**src/rtl/minisrc_control_unit_pkg.sv**
```systemverilog
// Shared definitions for the Mini SRC control sequencer: state encoding,
// opcode map, ALU operation codes and the control word driven to the datapath.
package minisrc_ctrl_pkg;

    // T3..T7 are consecutive so the execute phase can advance with state + 1.
    typedef enum logic [3:0] {
        S_RESET = 4'd0, S_T0, S_T1, S_T2, S_T3, S_T4, S_T5, S_T6, S_T7, S_HALT
    } state_t;

    localparam logic [4:0] OP_LD   = 5'b00000, OP_LDI  = 5'b00001, OP_ST   = 5'b00010;
    localparam logic [4:0] OP_ADD  = 5'b00011, OP_SUB  = 5'b00100, OP_SHR  = 5'b00101;
    localparam logic [4:0] OP_SHRA = 5'b00110, OP_SHL  = 5'b00111, OP_ROR  = 5'b01000;
    localparam logic [4:0] OP_ROL  = 5'b01001, OP_AND  = 5'b01010, OP_OR   = 5'b01011;
    localparam logic [4:0] OP_ADDI = 5'b01100, OP_ANDI = 5'b01101, OP_ORI  = 5'b01110;
    localparam logic [4:0] OP_DIV  = 5'b01111, OP_MUL  = 5'b10000, OP_NEG  = 5'b10001;
    localparam logic [4:0] OP_NOT  = 5'b10010, OP_BR   = 5'b10011, OP_JR   = 5'b10100;
    localparam logic [4:0] OP_JAL  = 5'b10101, OP_IN   = 5'b10110, OP_OUT  = 5'b10111;
    localparam logic [4:0] OP_MFHI = 5'b11000, OP_MFLO = 5'b11001, OP_NOP  = 5'b11010;
    localparam logic [4:0] OP_HALT = 5'b11011;

    localparam logic [4:0] ALU_ADD = 5'b00011, ALU_AND = 5'b01010, ALU_OR = 5'b01011;

    typedef struct packed {
        logic pc_in, ir_in, y_in, z_in, hi_in, lo_in, mar_in, mdr_in, outport_in, inc_pc;
        logic pc_out, zhigh_out, zlow_out, hi_out, lo_out, mdr_out, inport_out, c_out;
        logic read, write;
        logic gra, grb, grc, rin, rout, ba_out;
        logic con_in;
        logic [4:0] alu;
    } ctrl_word_t;

    // Illegal opcodes: jal and the 111xx block.
    function automatic logic is_illegal(input logic [4:0] op);
        return (op == OP_JAL) || (op[4:2] == 3'b111);
    endfunction

    // Final execute state of each instruction; T2 for anything with no execute phase.
    function automatic state_t last_state(input logic [4:0] op);
        state_t s;
        case (op) inside
            [OP_ADD:OP_ORI], OP_LDI:                s = S_T5;
            OP_NEG, OP_NOT:                         s = S_T4;
            OP_MUL, OP_DIV, OP_BR:                  s = S_T6;
            OP_LD, OP_ST:                           s = S_T7;
            OP_JR, OP_IN, OP_OUT, OP_MFHI, OP_MFLO: s = S_T3;
            default:                                s = S_T2;
        endcase
        return s;
    endfunction

    function automatic logic [4:0] imm_alu(input logic [4:0] op);
        logic [4:0] a;
        case (op)
            OP_ANDI: a = ALU_AND;
            OP_ORI:  a = ALU_OR;
            default: a = ALU_ADD;
        endcase
        return a;
    endfunction

endpackage

```
**src/rtl/minisrc_control_unit_if.sv**
```systemverilog
// Control-side bundle between the sequencer (master) and the Mini SRC datapath (slave).
// MINISRC_MEM_WAIT_EN adds the mem_ready handshake from memory.
interface minisrc_control_unit_if;
    logic [31:0] IR_Data;
    logic        CON_out;
    logic        stop;
`ifdef MINISRC_MEM_WAIT_EN
    logic        mem_ready;
`endif
    logic PC_in, IR_in, Y_in, Z_in, HI_in, LO_in, MAR_in, MDR_in, OutPort_in, IncPC;
    logic PC_out, Zhigh_out, Zlow_out, HI_out, LO_out, MDR_out, InPort_out, C_out;
    logic Read, Write;
    logic Gra, Grb, Grc, Rin, Rout, BAout;
    logic CON_in;
    logic [4:0] alu_instruction_bits;
    logic run;

    modport master (
`ifdef MINISRC_MEM_WAIT_EN
        input  mem_ready,
`endif
        input  IR_Data, CON_out, stop,
        output PC_in, IR_in, Y_in, Z_in, HI_in, LO_in, MAR_in, MDR_in, OutPort_in, IncPC,
        output PC_out, Zhigh_out, Zlow_out, HI_out, LO_out, MDR_out, InPort_out, C_out,
        output Read, Write, Gra, Grb, Grc, Rin, Rout, BAout, CON_in,
        output alu_instruction_bits, run
    );

    modport slave (
`ifdef MINISRC_MEM_WAIT_EN
        output mem_ready,
`endif
        output IR_Data, CON_out, stop,
        input  PC_in, IR_in, Y_in, Z_in, HI_in, LO_in, MAR_in, MDR_in, OutPort_in, IncPC,
        input  PC_out, Zhigh_out, Zlow_out, HI_out, LO_out, MDR_out, InPort_out, C_out,
        input  Read, Write, Gra, Grb, Grc, Rin, Rout, BAout, CON_in,
        input  alu_instruction_bits, run
    );
endinterface

```
**src/rtl/minisrc_control_unit_decode.sv**
```systemverilog
// Moore decode: (state, opcode, CON_out) -> datapath control word.
// CON_out only gates the branch-taken PC load in T6.
module minisrc_ctrl_decode
    import minisrc_ctrl_pkg::*;
(
    input  state_t     state,
    input  logic [4:0] opcode,
    input  logic       con_out,
    output ctrl_word_t cw
);

    // Control strobes for the current state; anything not named stays low.
    always_comb begin
        cw = '0;
        case (state)
            S_T0: begin cw.pc_out = 1'b1; cw.mar_in = 1'b1; cw.inc_pc = 1'b1; cw.z_in = 1'b1; end
            S_T1: begin cw.zlow_out = 1'b1; cw.pc_in = 1'b1; cw.read = 1'b1; cw.mdr_in = 1'b1; end
            S_T2: begin cw.mdr_out = 1'b1; cw.ir_in = 1'b1; end
            S_T3: begin
                case (opcode) inside
                    [OP_ADD:OP_ORI]:     begin cw.grb = 1'b1; cw.rout = 1'b1; cw.y_in = 1'b1; end
                    OP_NEG, OP_NOT:      begin cw.grb = 1'b1; cw.rout = 1'b1; cw.z_in = 1'b1; cw.alu = opcode; end
                    OP_MUL, OP_DIV:      begin cw.gra = 1'b1; cw.rout = 1'b1; cw.y_in = 1'b1; end
                    OP_LD, OP_LDI, OP_ST: begin cw.grb = 1'b1; cw.ba_out = 1'b1; cw.y_in = 1'b1; end
                    OP_BR:   begin cw.gra = 1'b1; cw.rout = 1'b1; cw.con_in = 1'b1; end
                    OP_JR:   begin cw.gra = 1'b1; cw.rout = 1'b1; cw.pc_in = 1'b1; end
                    OP_IN:   begin cw.inport_out = 1'b1; cw.gra = 1'b1; cw.rin = 1'b1; end
                    OP_OUT:  begin cw.gra = 1'b1; cw.rout = 1'b1; cw.outport_in = 1'b1; end
                    OP_MFHI: begin cw.hi_out = 1'b1; cw.gra = 1'b1; cw.rin = 1'b1; end
                    OP_MFLO: begin cw.lo_out = 1'b1; cw.gra = 1'b1; cw.rin = 1'b1; end
                    default: ;
                endcase
            end
            S_T4: begin
                case (opcode) inside
                    [OP_ADD:OP_OR]:      begin cw.grc = 1'b1; cw.rout = 1'b1; cw.z_in = 1'b1; cw.alu = opcode; end
                    [OP_ADDI:OP_ORI]:    begin cw.c_out = 1'b1; cw.z_in = 1'b1; cw.alu = imm_alu(opcode); end
                    OP_NEG, OP_NOT:      begin cw.zlow_out = 1'b1; cw.gra = 1'b1; cw.rin = 1'b1; end
                    OP_MUL, OP_DIV:      begin cw.grb = 1'b1; cw.rout = 1'b1; cw.z_in = 1'b1; cw.alu = opcode; end
                    OP_LD, OP_LDI, OP_ST: begin cw.c_out = 1'b1; cw.z_in = 1'b1; cw.alu = ALU_ADD; end
                    OP_BR:               begin cw.pc_out = 1'b1; cw.y_in = 1'b1; end
                    default: ;
                endcase
            end
            S_T5: begin
                case (opcode) inside
                    [OP_ADD:OP_ORI], OP_LDI: begin cw.zlow_out = 1'b1; cw.gra = 1'b1; cw.rin = 1'b1; end
                    OP_MUL, OP_DIV:      begin cw.zlow_out = 1'b1; cw.lo_in = 1'b1; end
                    OP_LD, OP_ST:        begin cw.zlow_out = 1'b1; cw.mar_in = 1'b1; end
                    OP_BR:               begin cw.c_out = 1'b1; cw.z_in = 1'b1; cw.alu = ALU_ADD; end
                    default: ;
                endcase
            end
            S_T6: begin
                case (opcode)
                    OP_MUL, OP_DIV: begin cw.zhigh_out = 1'b1; cw.hi_in = 1'b1; end
                    OP_LD:          begin cw.read = 1'b1; cw.mdr_in = 1'b1; end
                    OP_ST:          begin cw.gra = 1'b1; cw.rout = 1'b1; cw.mdr_in = 1'b1; end
                    OP_BR:          begin cw.zlow_out = con_out; cw.pc_in = con_out; end
                    default: ;
                endcase
            end
            S_T7: begin
                case (opcode)
                    OP_LD:   begin cw.mdr_out = 1'b1; cw.gra = 1'b1; cw.rin = 1'b1; end
                    OP_ST:   cw.write = 1'b1;
                    default: ;
                endcase
            end
            default: ;
        endcase
    end

endmodule

```
**src/rtl/minisrc_control_unit.sv**
```systemverilog
// Hardwired Moore sequencer for the Mini SRC datapath: fetch T0-T2, execute T3-T7.
// Optional build macro MINISRC_MEM_WAIT_EN stretches memory states until mem_ready.
//
//   state | meaning
//   RESET | held by clr, all strobes low
//   T0-T2 | instruction fetch
//   T3-T7 | execute, length depends on opcode
//   HALT  | stopped, only clr leaves
module minisrc_control_unit
    import minisrc_ctrl_pkg::*;
#(
    parameter bit ILLEGAL_HALTS = 1'b1
) (
    input logic clk,
    input logic clr,
    minisrc_control_unit_if.master bus
);

    state_t     state, next_state, boundary;
    logic [4:0] opcode;
    logic       mem_hold;
    logic       run_q;
    ctrl_word_t cw;
    logic       unused_ir;

    assign opcode    = bus.IR_Data[31:27];
    assign unused_ir = ^bus.IR_Data[26:0];

    // Next state: fetch, opcode dispatch in T2, stop check at the instruction's last state.
    always_comb begin
        boundary = bus.stop ? S_HALT : S_T0;
        mem_hold = 1'b0;
`ifdef MINISRC_MEM_WAIT_EN
        mem_hold = !bus.mem_ready && ((state == S_T1) ||
                                      (state == S_T6 && opcode == OP_LD) ||
                                      (state == S_T7 && opcode == OP_ST));
`endif
        next_state = state;
        case (state)
            S_RESET: next_state = S_T0;
            S_T0:    next_state = S_T1;
            S_T1:    next_state = S_T2;
            S_T2: begin
                if (opcode == OP_HALT)      next_state = S_HALT;
                else if (is_illegal(opcode)) next_state = ILLEGAL_HALTS ? S_HALT : boundary;
                else if (opcode == OP_NOP)  next_state = boundary;
                else                        next_state = S_T3;
            end
            S_T3, S_T4, S_T5, S_T6, S_T7:
                next_state = (state == last_state(opcode)) ? boundary : state_t'(state + 4'd1);
            S_HALT:  next_state = S_HALT;
            default: next_state = S_HALT;
        endcase
        if (mem_hold) next_state = state;
    end

    // State register and registered run flag; clr drops both immediately.
    always_ff @(posedge clk or posedge clr) begin
        if (clr) begin
            state <= S_RESET;
            run_q <= 1'b0;
        end else begin
            state <= next_state;
            run_q <= (next_state != S_RESET) && (next_state != S_HALT);
        end
    end

    minisrc_ctrl_decode u_decode (
        .state   (state),
        .opcode  (opcode),
        .con_out (bus.CON_out),
        .cw      (cw)
    );

    assign bus.PC_in      = cw.pc_in;
    assign bus.IR_in      = cw.ir_in;
    assign bus.Y_in       = cw.y_in;
    assign bus.Z_in       = cw.z_in;
    assign bus.HI_in      = cw.hi_in;
    assign bus.LO_in      = cw.lo_in;
    assign bus.MAR_in     = cw.mar_in;
    assign bus.MDR_in     = cw.mdr_in;
    assign bus.OutPort_in = cw.outport_in;
    assign bus.IncPC      = cw.inc_pc;
    assign bus.PC_out     = cw.pc_out;
    assign bus.Zhigh_out  = cw.zhigh_out;
    assign bus.Zlow_out   = cw.zlow_out;
    assign bus.HI_out     = cw.hi_out;
    assign bus.LO_out     = cw.lo_out;
    assign bus.MDR_out    = cw.mdr_out;
    assign bus.InPort_out = cw.inport_out;
    assign bus.C_out      = cw.c_out;
    assign bus.Read       = cw.read;
    assign bus.Write      = cw.write;
    assign bus.Gra        = cw.gra;
    assign bus.Grb        = cw.grb;
    assign bus.Grc        = cw.grc;
    assign bus.Rin        = cw.rin;
    assign bus.Rout       = cw.rout;
    assign bus.BAout      = cw.ba_out;
    assign bus.CON_in     = cw.con_in;
    assign bus.alu_instruction_bits = cw.alu;
    assign bus.run        = run_q;

endmodule

```
**src/flat_wrapper.sv**
```systemverilog
// flat-port wrapper written by rule: the top's interface ports become plain ports
module minisrc_control_unit_flat import minisrc_ctrl_pkg::*;
#(
    parameter bit ILLEGAL_HALTS = 1'b1
)
  (clk, clr, bus_IR_Data, bus_CON_out, bus_stop, bus_PC_in, bus_IR_in, bus_Y_in, bus_Z_in, bus_HI_in, bus_LO_in, bus_MAR_in, bus_MDR_in, bus_OutPort_in, bus_IncPC, bus_PC_out, bus_Zhigh_out, bus_Zlow_out, bus_HI_out, bus_LO_out, bus_MDR_out, bus_InPort_out, bus_C_out, bus_Read, bus_Write, bus_Gra, bus_Grb, bus_Grc, bus_Rin, bus_Rout, bus_BAout, bus_CON_in, bus_alu_instruction_bits, bus_run);
  minisrc_control_unit_if bus_i ();
  input logic clk;
  input logic clr;
  input wire logic [$bits(bus_i.IR_Data)-1:0] bus_IR_Data;
  input wire logic [$bits(bus_i.CON_out)-1:0] bus_CON_out;
  input wire logic [$bits(bus_i.stop)-1:0] bus_stop;
  output wire logic [$bits(bus_i.PC_in)-1:0] bus_PC_in;
  output wire logic [$bits(bus_i.IR_in)-1:0] bus_IR_in;
  output wire logic [$bits(bus_i.Y_in)-1:0] bus_Y_in;
  output wire logic [$bits(bus_i.Z_in)-1:0] bus_Z_in;
  output wire logic [$bits(bus_i.HI_in)-1:0] bus_HI_in;
  output wire logic [$bits(bus_i.LO_in)-1:0] bus_LO_in;
  output wire logic [$bits(bus_i.MAR_in)-1:0] bus_MAR_in;
  output wire logic [$bits(bus_i.MDR_in)-1:0] bus_MDR_in;
  output wire logic [$bits(bus_i.OutPort_in)-1:0] bus_OutPort_in;
  output wire logic [$bits(bus_i.IncPC)-1:0] bus_IncPC;
  output wire logic [$bits(bus_i.PC_out)-1:0] bus_PC_out;
  output wire logic [$bits(bus_i.Zhigh_out)-1:0] bus_Zhigh_out;
  output wire logic [$bits(bus_i.Zlow_out)-1:0] bus_Zlow_out;
  output wire logic [$bits(bus_i.HI_out)-1:0] bus_HI_out;
  output wire logic [$bits(bus_i.LO_out)-1:0] bus_LO_out;
  output wire logic [$bits(bus_i.MDR_out)-1:0] bus_MDR_out;
  output wire logic [$bits(bus_i.InPort_out)-1:0] bus_InPort_out;
  output wire logic [$bits(bus_i.C_out)-1:0] bus_C_out;
  output wire logic [$bits(bus_i.Read)-1:0] bus_Read;
  output wire logic [$bits(bus_i.Write)-1:0] bus_Write;
  output wire logic [$bits(bus_i.Gra)-1:0] bus_Gra;
  output wire logic [$bits(bus_i.Grb)-1:0] bus_Grb;
  output wire logic [$bits(bus_i.Grc)-1:0] bus_Grc;
  output wire logic [$bits(bus_i.Rin)-1:0] bus_Rin;
  output wire logic [$bits(bus_i.Rout)-1:0] bus_Rout;
  output wire logic [$bits(bus_i.BAout)-1:0] bus_BAout;
  output wire logic [$bits(bus_i.CON_in)-1:0] bus_CON_in;
  output wire logic [$bits(bus_i.alu_instruction_bits)-1:0] bus_alu_instruction_bits;
  output wire logic [$bits(bus_i.run)-1:0] bus_run;
  assign bus_i.IR_Data = bus_IR_Data;
  assign bus_i.CON_out = bus_CON_out;
  assign bus_i.stop = bus_stop;
  assign bus_PC_in = bus_i.PC_in;
  assign bus_IR_in = bus_i.IR_in;
  assign bus_Y_in = bus_i.Y_in;
  assign bus_Z_in = bus_i.Z_in;
  assign bus_HI_in = bus_i.HI_in;
  assign bus_LO_in = bus_i.LO_in;
  assign bus_MAR_in = bus_i.MAR_in;
  assign bus_MDR_in = bus_i.MDR_in;
  assign bus_OutPort_in = bus_i.OutPort_in;
  assign bus_IncPC = bus_i.IncPC;
  assign bus_PC_out = bus_i.PC_out;
  assign bus_Zhigh_out = bus_i.Zhigh_out;
  assign bus_Zlow_out = bus_i.Zlow_out;
  assign bus_HI_out = bus_i.HI_out;
  assign bus_LO_out = bus_i.LO_out;
  assign bus_MDR_out = bus_i.MDR_out;
  assign bus_InPort_out = bus_i.InPort_out;
  assign bus_C_out = bus_i.C_out;
  assign bus_Read = bus_i.Read;
  assign bus_Write = bus_i.Write;
  assign bus_Gra = bus_i.Gra;
  assign bus_Grb = bus_i.Grb;
  assign bus_Grc = bus_i.Grc;
  assign bus_Rin = bus_i.Rin;
  assign bus_Rout = bus_i.Rout;
  assign bus_BAout = bus_i.BAout;
  assign bus_CON_in = bus_i.CON_in;
  assign bus_alu_instruction_bits = bus_i.alu_instruction_bits;
  assign bus_run = bus_i.run;
  minisrc_control_unit #(.ILLEGAL_HALTS(ILLEGAL_HALTS)) u_core (.clk(clk), .clr(clr), .bus(bus_i));
endmodule
```
**config.mk**
```make
export PLATFORM = sky130hd
export DESIGN_NAME = minisrc_control_unit_flat
export DESIGN_NICKNAME = d
export VERILOG_FILES = /design/src/rtl/minisrc_control_unit_pkg.sv /design/src/rtl/minisrc_control_unit_if.sv /design/src/rtl/minisrc_control_unit_decode.sv /design/src/rtl/minisrc_control_unit.sv /design/src/flat_wrapper.sv
export SDC_FILE = /design/constraint.sdc
export NUM_CORES = 1
export LEC_CHECK = 0
export ABC_AREA = 1
export ABC_CLOCK_PERIOD_IN_PS = 2350
export BUFFER_PORTS_ARGS = -buffer_cell sky130_fd_sc_hd__buf_4
export CORE_MARGIN = 4
export CORE_UTILIZATION = 44
export CTS_CLUSTER_SIZE = 24
export DETAILED_ROUTE_END_ITERATION = 16
export HOLD_SLACK_MARGIN = 0.02
export PLACE_DENSITY = 0.81
export REMOVE_ABC_BUFFERS = 1
export SLEW_MARGIN = 20
export SYNTH_ARGS = -nofsm -noshare
export SYNTH_HDL_FRONTEND = slang
export SYNTH_SLANG_ARGS = --single-unit
export TNS_END_PERCENT = 5
```
**constraint.sdc**
```tcl
create_clock -name clk -period 2.35 [get_ports clk]
set_input_delay 0.1175 -clock clk [delete_from_list [all_inputs] [get_ports clk]]
set_output_delay 0.1175 -clock clk [all_outputs]
set_load 0.005 [all_outputs]
```
==> results of run 1 <==
-- worst paths after layout --
| path | startpoint | to | slack, ns | cells after the start |
|---|---|---|---|---|
| min reg2reg | u_core.state[0]$_DFF_PP0_ | u_core.state[0]$_DFF_PP0_ | 0.70 | 3 |
| max in group asynchronous | clr | u_core.state[3]$_DFF_PP0_ | 1.86 | 3 |
| max | u_core.state[1]$_DFF_PP0_ | bus_Rin | 0.27 | 8 |
| min in group asynchronous | clr | u_core.state[2]$_DFF_PP0_ | 0.32 | 3 |
| max reg2reg | u_core.state[0]$_DFF_PP0_ | u_core.bus.run$_DFF_PP0_ | 0.41 | 11 |
| min | bus_stop | u_core.state[3]$_DFF_PP0_ | 0.24 | 5 |
-- final cells by class --
type,count,area (µm²),area share
multi-input cells,166,827,0.553
well taps,30,37.5,0.0251
repair buffers,44,333,0.223
clock buffers,4,26.3,0.0176
inverters,39,146,0.0979
flip-flops and latches,5,125,0.0837
-- synthesized netlist by cell type, types with 3 or more instances --
cell type and instances:
nor2_1 34, inv_1 34, nand2_1 48, nor3_1 7, inv_2 5, o21ai_0 17
nand4_1 6, nor2_2 5, dfrtp_1 5, ha_1 4, buf_4 3, nand2_2 4
nand3_1 22, xor2_1 3
-- repair_timing --
item | 4_1_cts | 5_1_grt
resized for setup | 0 | 0
hold buffers | 1 | 0
hold endpoints to repair | 5 | 0
-- logic make-up (layout without fill, tap and decap cells) --
family,Yosys count,in the layout,share of synthesized area
fa+ha+maj,4,4,0.0440
buf+inv,44,87,0.163
simple gates,131,131,0.518
compound gates,28,28,0.142
xor+xnor,3,3,0.0231
flops,5,5,0.110
-- sequential cells by signal, summed over array words and instances (netlist names) --
name	cells
u_core.bus.run	1
u_core.state	4
-- critical path, delay by kind of cell, from the launching register on --
family | cells | cell delay, ns
compound gates | 2 | 0.50
buf+inv | 3 | 0.43
flops | 1 | 0.41
fa+ha+maj | 1 | 0.21
simple gates | 2 | 0.16
-- stage by stage --
step / std cells / setup slack [ns] / total power, mW / utilization
2_1_floorplan: 210 / 0.606 / 0.669 / -
3_3_place_gp: 283 / 0.445 / 0.939 / 0.589
3_5_place_dp: 283 / 0.423 / 0.943 / 0.589
4_1_cts: 288 / 0.292 / 1.05 / 0.604
5_1_grt: 288 / 0.0526 / 1.18 / 0.604
6_report: 288 / 0.268 / 1.05 / 0.604
-- metal layers --
| layer | share of wire | vias to the layer above | global-route usage |
|---|---|---|---|
| li1 | - | 783 | - |
| met4 | 0 | 0 | 0.0129 |
| met3 | 0.12 | 0 | 0.0241 |
| met5 | 0 | - | 0 |
| met1 | 0.44 | 658 | 0.300 |
| met2 | 0.44 | 84 | 0.339 |
-- power breakdown --
part	switching, mW	leakage [nW]	internal [mW]
clock network	0.0352	0.0150	0.0642
logic	0.448	0.761	0.315
registers	0.0511	0.0593	0.135
==> reports/results.ini, run 1 <==
[floorplan]
coreArea_um2=2480
die_y_um=58.8
start_util=0.459
fp.dieW_um=58.8
io-pin-count=69
die_area_um2=3460
core.rowCount=18

[timing]
final-hold-violation-count=0
skew_ns=0.00841
setup_tns_ns=0
slew_headroom=0.745
fmax_ghz=0.480
final-setup-viol-count=0
post-route-period-util=0.886
slew_viol_final=0
fin_hold_ws_ns=0.245
rsz0062_at_grt=no
worst_pin_slew_ns=0.381
period_minus_slack_ns=2.08

[final_layout]
drive_gt1_frac=0.240
antennaDiodeCount=0
final_common_cell=nand2_1
design_area_um2=1500
layout_common_cells=nand2_1, buf_4, inv_1, nor2_1, nand3_1
layout.nets=299
syn2layout_area_growth_pct=31.5
n_fill_cell=260

[cts]
clk_pin_slew_worst_paths_ns=0.05
cts.sinks=5
post_cts.repair.setup_buffers=0
htree_num_levels=1
cts_buffer_depth=2
clk_latency_ns=0.25
cts_tree=yes
clock-root-buffer=clkbuf_4
numCtsBuffers=3

[power_and_ir_drop]
power_density_nw_per_um2=701
peakVddDrop_mv=0.922
p_leak_nw=0.835

[setup_path]
path_class=reg -> out
critPathArrivalTime_ns=1.96
startpoint_type=flop
required_ns=2.23
cp_max_fo=9
path_cells=inv_1 > ha_1 > nand2_1 > buf_4 > nor2_1 > a221oi_1 > o21ai_0 > buf_4
end_kind=output port
slowest_stage=dfrtp_1
crit_path_frequent_cell=buf_4
max_stage_delay_ns=0.41

[yosys]
async_reset_ff_frac=1.00
ys_ff_latch=5
synthTopCellsByArea=nand2_1, inv_1, nor2_1
syn_area_um2=1140
yosys.area.top_type=nand2_1
synth_flop_cell=dfrtp_1
ys_warn_count=0
avgSynthCellArea_um2=5.29
syn_inst=215
synth_top_area_frac=0.158
ys_types=28
yosysSeqAreaShare=0.110
synth_edf_count=0

[routing]
dr.pass1.iters=4
drt-initial-drc-count=103
drt_wl_total_mm=3.44
antenna_left=0
drt-wirelength-per-cell_um=11.9
num_vias=1525
drc=0
viasPerCell=5.30

[global_routing]
grt_max_degree=10
antenna_found_initial=0
grt_pass1_vias=1334
grt_pass1_wl_mm=5.75
grt_usage=0.206
grt-ovfl-total=0

[place]
dpl_cell_area_um2=1460
dp_hpwl_mm=2.91
port_buffers=41
gp_congestion=0.933

[run_status]
status=complete, no violations

[run]
drv_cap=0

[hold_path]
hp-class=in -> reg

Note: power is estimated with default switching activity, not from simulation.
==> run 2: changes to the inputs <==
- CORE_UTILIZATION: 44 -> 47
- SYNTH_HIERARCHICAL: default -> 1
- TNS_END_PERCENT: 5 -> default
==> run 2 against run 1 <==
Against the previous run:
- sequential share of layout area shrank 1.4 points
- sequential power decreased by 24%
- synthesized cell count is 17% higher
- register-to-register slack is essentially flat
- design area grew 20%
- setup slack gained 0.15 ns
- clock-buffer cell count stayed put
- final cell count is 13% higher
- die area is 15% higher
- largest cell class unchanged
==> reports/results.ini, run 2 <==
[yosys]
synth_top_area_frac=0.160  ; was 0.158
synth_edf_count=0  ; unchanged
synth_xor_area_frac=0.0122  ; was 0.0231
syn_inst=251  ; was 215
synth.mux.area_fraction=0  ; unchanged
synth_flop_cell=dfrtp_1  ; unchanged
ys_warn_count=6  ; was 0
synth.most_common_cell=nand2_1  ; unchanged
ys_types=40  ; was 28
yosys.area.top_type=nand2_1  ; unchanged
syn_area_um2=1430  ; was 1140 µm²
ys_top_cells_by_count=nand2_1, nand3_1, nor2_1  ; was nand2_1, inv_1, nor2_1
synth_compound_gate_area_share=0.125  ; was 0.142
ys_ff_latch=5  ; unchanged
synthAdderAreaFrac=0.0349  ; was 0.0440
yosysSeqAreaShare=0.0873  ; was 0.110
async_reset_ff_frac=1.00  ; unchanged
synthTopCellsByArea=nand2_1, nand3_1, dfrtp_1  ; was nand2_1, inv_1, nor2_1
synthSimpleGateAreaFrac=0.613  ; was 0.518
avgSynthCellArea_um2=5.71  ; was 5.29 µm²
synth_top_family_by_area=simple AND/OR/NAND/NOR gates  ; unchanged

[power_and_ir_drop]
power_density_nw_per_um2=353  ; was 701 nW/µm²
p_leak_nw=0.953  ; was 0.835 nW
finalPower_uw=634  ; was 1.05 mW
peakVddDrop_mv=0.520  ; was 0.922 mV

[routing]
drc=0  ; unchanged
drt-wirelength-per-cell_um=12.4  ; was 11.9 µm
dr.pass1.iters=4  ; unchanged
viasPerCell=5.33  ; was 5.30
num_vias=1739  ; was 1525
drt-initial-drc-count=92  ; was 103
antenna_left=0  ; unchanged
drt_wl_total_mm=4.04  ; was 3.44 mm

[setup_path]
path_class=reg -> reg  ; was reg -> out
startpoint_type=flop  ; unchanged
required_ns=2.46  ; was 2.23 ns
r2r_setup_slack_ns=0.42  ; was 0.41 ns
critPathArrivalTime_ns=2.04  ; was 1.96 ns
end_kind=flop  ; was output port
cp_max_fo=8  ; was 9

[timing]
skew_ns=0.000414  ; was 0.00841 ns
final-setup-viol-count=0  ; unchanged
fmax_ghz=0.519  ; was 0.480 GHz
rsz0062_at_grt=no  ; unchanged
period_minus_slack_ns=1.93  ; was 2.08 ns
setup_tns_ns=0  ; unchanged
post-route-period-util=0.821  ; was 0.886
slew_headroom=0.734  ; was 0.745
slew_viol_final=0  ; unchanged
worst_pin_slew_ns=0.394  ; was 0.381 ns
final-hold-violation-count=0  ; unchanged

[place]
gp_congestion=0.927  ; was 0.933
dp_hpwl_mm=3.34  ; was 2.91 mm
port_buffers=41  ; unchanged

[cts]
cts_tree=yes  ; unchanged
clock-root-buffer=clkbuf_4  ; unchanged
cts_resized=0  ; unchanged
clk_latency_ns=0.23  ; was 0.25 ns
cts_buffer_depth=2  ; unchanged
htree_num_levels=1  ; unchanged
numCtsBuffers=3  ; unchanged
cts.sinks=5  ; unchanged
clk_pin_slew_worst_paths_ns=0.04  ; was 0.05 ns

[hold_path]
hp-class=in -> reg  ; unchanged

[global_routing]
antenna_found_initial=0  ; unchanged
grt-ovfl-total=0  ; unchanged
grt_pass1_wl_mm=7.13  ; was 5.75 mm
grt_usage=0.209  ; was 0.206
grt_max_degree=18  ; was 10
grt_pass1_vias=1614  ; was 1334

[run]
drv_cap=0  ; unchanged

[final_layout]
ff_latch_area_um2=125  ; unchanged
multiInputGateArea_um2=1120  ; was 827 µm²
syn2layout_area_growth_pct=25.4  ; was 31.5%
n_fill_cell=277  ; was 260
antennaDiodeCount=0  ; unchanged
top_register=u_core/state  ; was u_core.state
layout_common_cells=nand2_1, buf_4, nand3_1  ; was nand2_1, buf_4, inv_1, nor2_1, nand3_1
largest_reg_flops=4  ; unchanged
layout.nets=336  ; was 299
final_common_cell=nand2_1  ; unchanged
drive_gt1_frac=0.298  ; was 0.240

[floorplan]
die_y_um=63.2  ; was 58.8 µm
core.rowCount=19  ; was 18
fp.dieW_um=63.2  ; was 58.8 µm
coreArea_um2=2830  ; was 2480 µm²
io-pin-count=69  ; unchanged
start_util=0.506  ; was 0.459
die_area_um2=4000  ; was 3460 µm²

[run_status]
status=complete, no violations  ; unchanged

==> run 2: cell types whose count changed in the layout (fill, tap and decap cells not counted), moves of 3 or more <==
cell     delta
a21oi_1     +4
inv_1       -6
nand2_1    +13
nand2_2     +4
nand3_1    +11
nand3_2     +6
nor2_1      -3
nor2_4      +4
nor3_1      -4
o21ai_0     -6
==> run 2: path summary, 6_finish.rpt <==
check / startpoint / to / cells past startpoint
min: bus_stop / u_core/state[3]$_DFF_PP0_ / 5
min in group asynchronous: clr / u_core/bus.run$_DFF_PP0_ / 3
min reg2reg: u_core/state[2]$_DFF_PP0_ / u_core/state[2]$_DFF_PP0_ / 3
max in group asynchronous: clr / u_core/state[0]$_DFF_PP0_ / 3
max reg2reg: u_core/state[1]$_DFF_PP0_ / u_core/bus.run$_DFF_PP0_ / 8
max: u_core/state[1]$_DFF_PP0_ / u_core/bus.run$_DFF_PP0_ / 8
==> run 2: area by class of cell <==
class                           instances  area share
Inverter                               39      0.0829
Sequential cell                         5      0.0696
Tap cell                               31      0.0216
Multi-Input combinational cell        203       0.626
Timing Repair Buffer                   44       0.185
Clock buffer                            4      0.0146
==> run 2: power breakdown <==
group / leakage [nW] / switching (mW) / internal, mW
clock network: 0.0150 / 0.0297 / 0.0638
registers: 0.0591 / 0.0343 / 0.108
logic: 0.878 / 0.254 / 0.144
total: 0.953 / 0.318 / 0.316
==> run 2: logic make-up after synthesis <==
group,Yosys count
fa+ha+maj,4
simple gates,167
compound gates,30
buf+inv,43
flops,5
xor+xnor,2
==> run 2: per-stage QoR <==
stage | worst slack (ns) | util | cell area (µm²) | std cells | hold WS, ns
final | 0.422 | 0.635 | 1800 | 326 | 0.263
after global routing | 0.0874 | 0.635 | 1800 | 326 | 0.300
after CTS | 0.414 | 0.635 | 1800 | 326 | 0.265
after detailed placement | 0.442 | 0.622 | 1760 | 321 | 0.0222
after global placement | 0.434 | 0.622 | 1760 | 321 | 0.0203
after floorplan | 0.422 | - | 1400 | 247 | -0.104
==> run 2: critical path, stage by stage (launching register included) <==
cell and delay, ns:
dfrtp_1 0.48, inv_1 0.13, ha_1 0.23, o41ai_1 0.46, nor2_1 0.13, nand2_1 0.07
o21ai_0 0.11, nor2_1 0.12, nand3_1 0.08
==> run 2: per-layer routing <==
layer / routed length (µm) / vias up / track usage
li1: - / 908 / -
met5: 0 / - / 0
met2: 2000 / 61 / 0.372
met3: 227 / 4 / 0.0213
met1: 1780 / 766 / 0.274
met4: 28 / 0 / 0.0377
==> run 2: timing repair <==
item	CTS	global route
hold buffers	1	0
hold endpoints to repair	5	0
buffers inserted	0	0
==> run 3: changes to the inputs <==
- ABC_CLOCK_PERIOD_IN_PS: 2350 -> 1950
- clock period: 2.35 -> 1.95 ns (I/O delays scaled with it)
==> run 3 against run 2 <==
Against the previous run:
- clock power rose by 31%
- clock skew barely moved
- die area did not move
- setup slack got worse by 0.30 ns
- sequential share of layout area fell by 0.055 points
- critical path type is now reg -> out
- via count rose by 2.4%
==> reports/results.ini, run 3 (synthesis results as in run 2) <==
[cts]
post_cts.repair.setup_buffers=0  ; unchanged
clk_pin_slew_worst_paths_ns=0.05  ; was 0.04 ns
cts.sinks=5  ; unchanged
cts_tree=yes  ; unchanged
cts_buffer_depth=2  ; unchanged
numCtsBuffers=3  ; unchanged
clock-root-buffer=clkbuf_4  ; unchanged
htree_num_levels=1  ; unchanged
clk_latency_ns=0.24  ; was 0.23 ns

[routing]
antenna_left=0  ; unchanged
drt-initial-drc-count=144  ; was 92
drt-wirelength-per-cell_um=12.7  ; was 12.4 µm
drt_wl_total_mm=4.15  ; was 4.04 mm
dr.pass1.iters=4  ; unchanged
drc=0  ; unchanged
viasPerCell=5.44  ; was 5.33
num_vias=1780  ; was 1739

[timing]
slew_headroom=0.767  ; was 0.734
final-hold-violation-count=0  ; unchanged
skew_ns=0.000385  ; was 0.000414 ns
rsz0062_at_grt=yes  ; was no
worst_pin_slew_ns=0.345  ; was 0.394 ns
period_minus_slack_ns=1.83
post-route-period-util=0.937
final-setup-viol-count=0  ; unchanged
setup_tns_ns=0  ; unchanged
fin_hold_ws_ns=0.230  ; was 0.263 ns
slew_viol_final=0  ; unchanged
setup_slack_ns=0.122  ; was 0.422 ns
fmax_ghz=0.547

[global_routing]
antenna_found_initial=0  ; unchanged
grt_max_degree=18  ; unchanged
grt_pass1_vias=1579  ; was 1614
grt_usage=0.203  ; was 0.209
grt_pass1_wl_mm=6.88  ; was 7.13 mm
grt-ovfl-total=0  ; unchanged

[final_layout]
antennaDiodeCount=0  ; unchanged
drive_gt1_frac=0.324  ; was 0.298
layout.nets=337  ; was 336
final_common_cell=nand2_1  ; unchanged
largest_reg_flops=4  ; unchanged
design_area_um2=1830  ; was 1800 µm²
syn2layout_area_growth_pct=27.7  ; was 25.4%
layout_common_cells=nand2_1, buf_4, nand3_1  ; unchanged
top_register=u_core/state  ; unchanged

[setup_path]
cp_max_fo=7  ; was 8
end_kind=output port  ; was flop
required_ns=1.85  ; was 2.46 ns
path_class=reg -> out  ; was reg -> reg
critPathArrivalTime_ns=1.73  ; was 2.04 ns
startpoint_type=flop  ; unchanged

[place]
pre_cts_ws_ns=0.108  ; was 0.442 ns
gp_congestion=0.954  ; was 0.927
dpl_cell_area_um2=1770  ; was 1760 µm²
port_buffers=41  ; unchanged
dp_hpwl_mm=3.28  ; was 3.34 mm

[power_and_ir_drop]
power_density_nw_per_um2=449  ; was 353 nW/µm²
p_leak_nw=0.966  ; was 0.953 nW
peakVddDrop_mv=0.610  ; was 0.520 mV

[floorplan]
core.rowCount=19  ; unchanged
coreArea_um2=2830  ; unchanged
fp.dieW_um=63.2  ; unchanged
io-pin-count=69  ; unchanged
die_y_um=63.2  ; unchanged
start_util=0.506  ; unchanged
die_area_um2=4000  ; unchanged

[hold_path]
hp-class=in -> reg  ; unchanged

[run_status]
status=complete, no violations  ; unchanged

[run]
drv_cap=0  ; unchanged

[run 3: per-layer routing]
metal | wire length [µm] | up-vias | GRT usage
li1 | - | 911 | -
met1 | 1830 | 809 | 0.260
met2 | 2030 | 56 | 0.358
met3 | 251 | 4 | 0.0284
met4 | 39 | 0 | 0.0431
met5 | 0 | - | 0
[run 3: what timing repair did]
| action | 4_1_cts | 5_1_grt |
|---|---|---|
| hold buffers | 1 | 0 |
| hold endpoints to repair | 5 | 0 |
| setup endpoints to repair | 0 | 11 |
| gates resized for setup | 0 | 8 |
[run 3: report_power, final]
| group | leakage [nW] | internal, mW | switching, mW |
|---|---|---|---|
| Combinational | 0.891 | 0.203 | 0.336 |
| Clock | 0.0177 | 0.0745 | 0.0485 |
| Sequential | 0.0575 | 0.130 | 0.0308 |
| Total | 0.966 | 0.407 | 0.415 |
[run 3: area by class of cell]
class	count	area (µm²)
Sequential cell	5	126
Multi-Input combinational cell	203	1150
Fill cell	291	1000
Tap cell	31	38.8
Inverter	39	149
Clock inverter	1	5.00
Clock buffer	3	22.5
Timing Repair Buffer	45	340
[run 3: worst paths after layout]
kind | from | end | slack, ns | cells after the start
hold reg to reg | u_core/state[2]$_DFF_PP0_ | u_core/state[1]$_DFF_PP0_ | 0.73 | 3
max in group asynchronous | clr | u_core/state[2]$_DFF_PP0_ | 1.45 | 3
setup reg to reg | u_core/state[0]$_DFF_PP0_ | u_core/bus.run$_DFF_PP0_ | 0.18 | 10
setup / recovery | u_core/state[3]$_DFF_PP0_ | bus_alu_instruction_bits[0] | 0.12 | 7
hold / removal | bus_stop | u_core/state[3]$_DFF_PP0_ | 0.23 | 5
min in group asynchronous | clr | u_core/state[0]$_DFF_PP0_ | 0.32 | 3
[run 3: critical path, cell delays in order (launching register included)]
cell	delay [ns]
dfrtp_1	0.50
nor2_4	0.23
inv_1	0.09
nor3_4	0.26
nand3_2	0.10
and2_1	0.14
nand2_1	0.06
buf_4	0.10
[run 3: metrics by stage]
stage               std cells  power (mW)  utilization
detailed placement        322       0.657        0.625
global placement          322       0.652        0.625
CTS                       327       0.788        0.638
finish                    327       0.822        0.647
global route              327       0.915        0.647
floorplan                 247       0.497            -
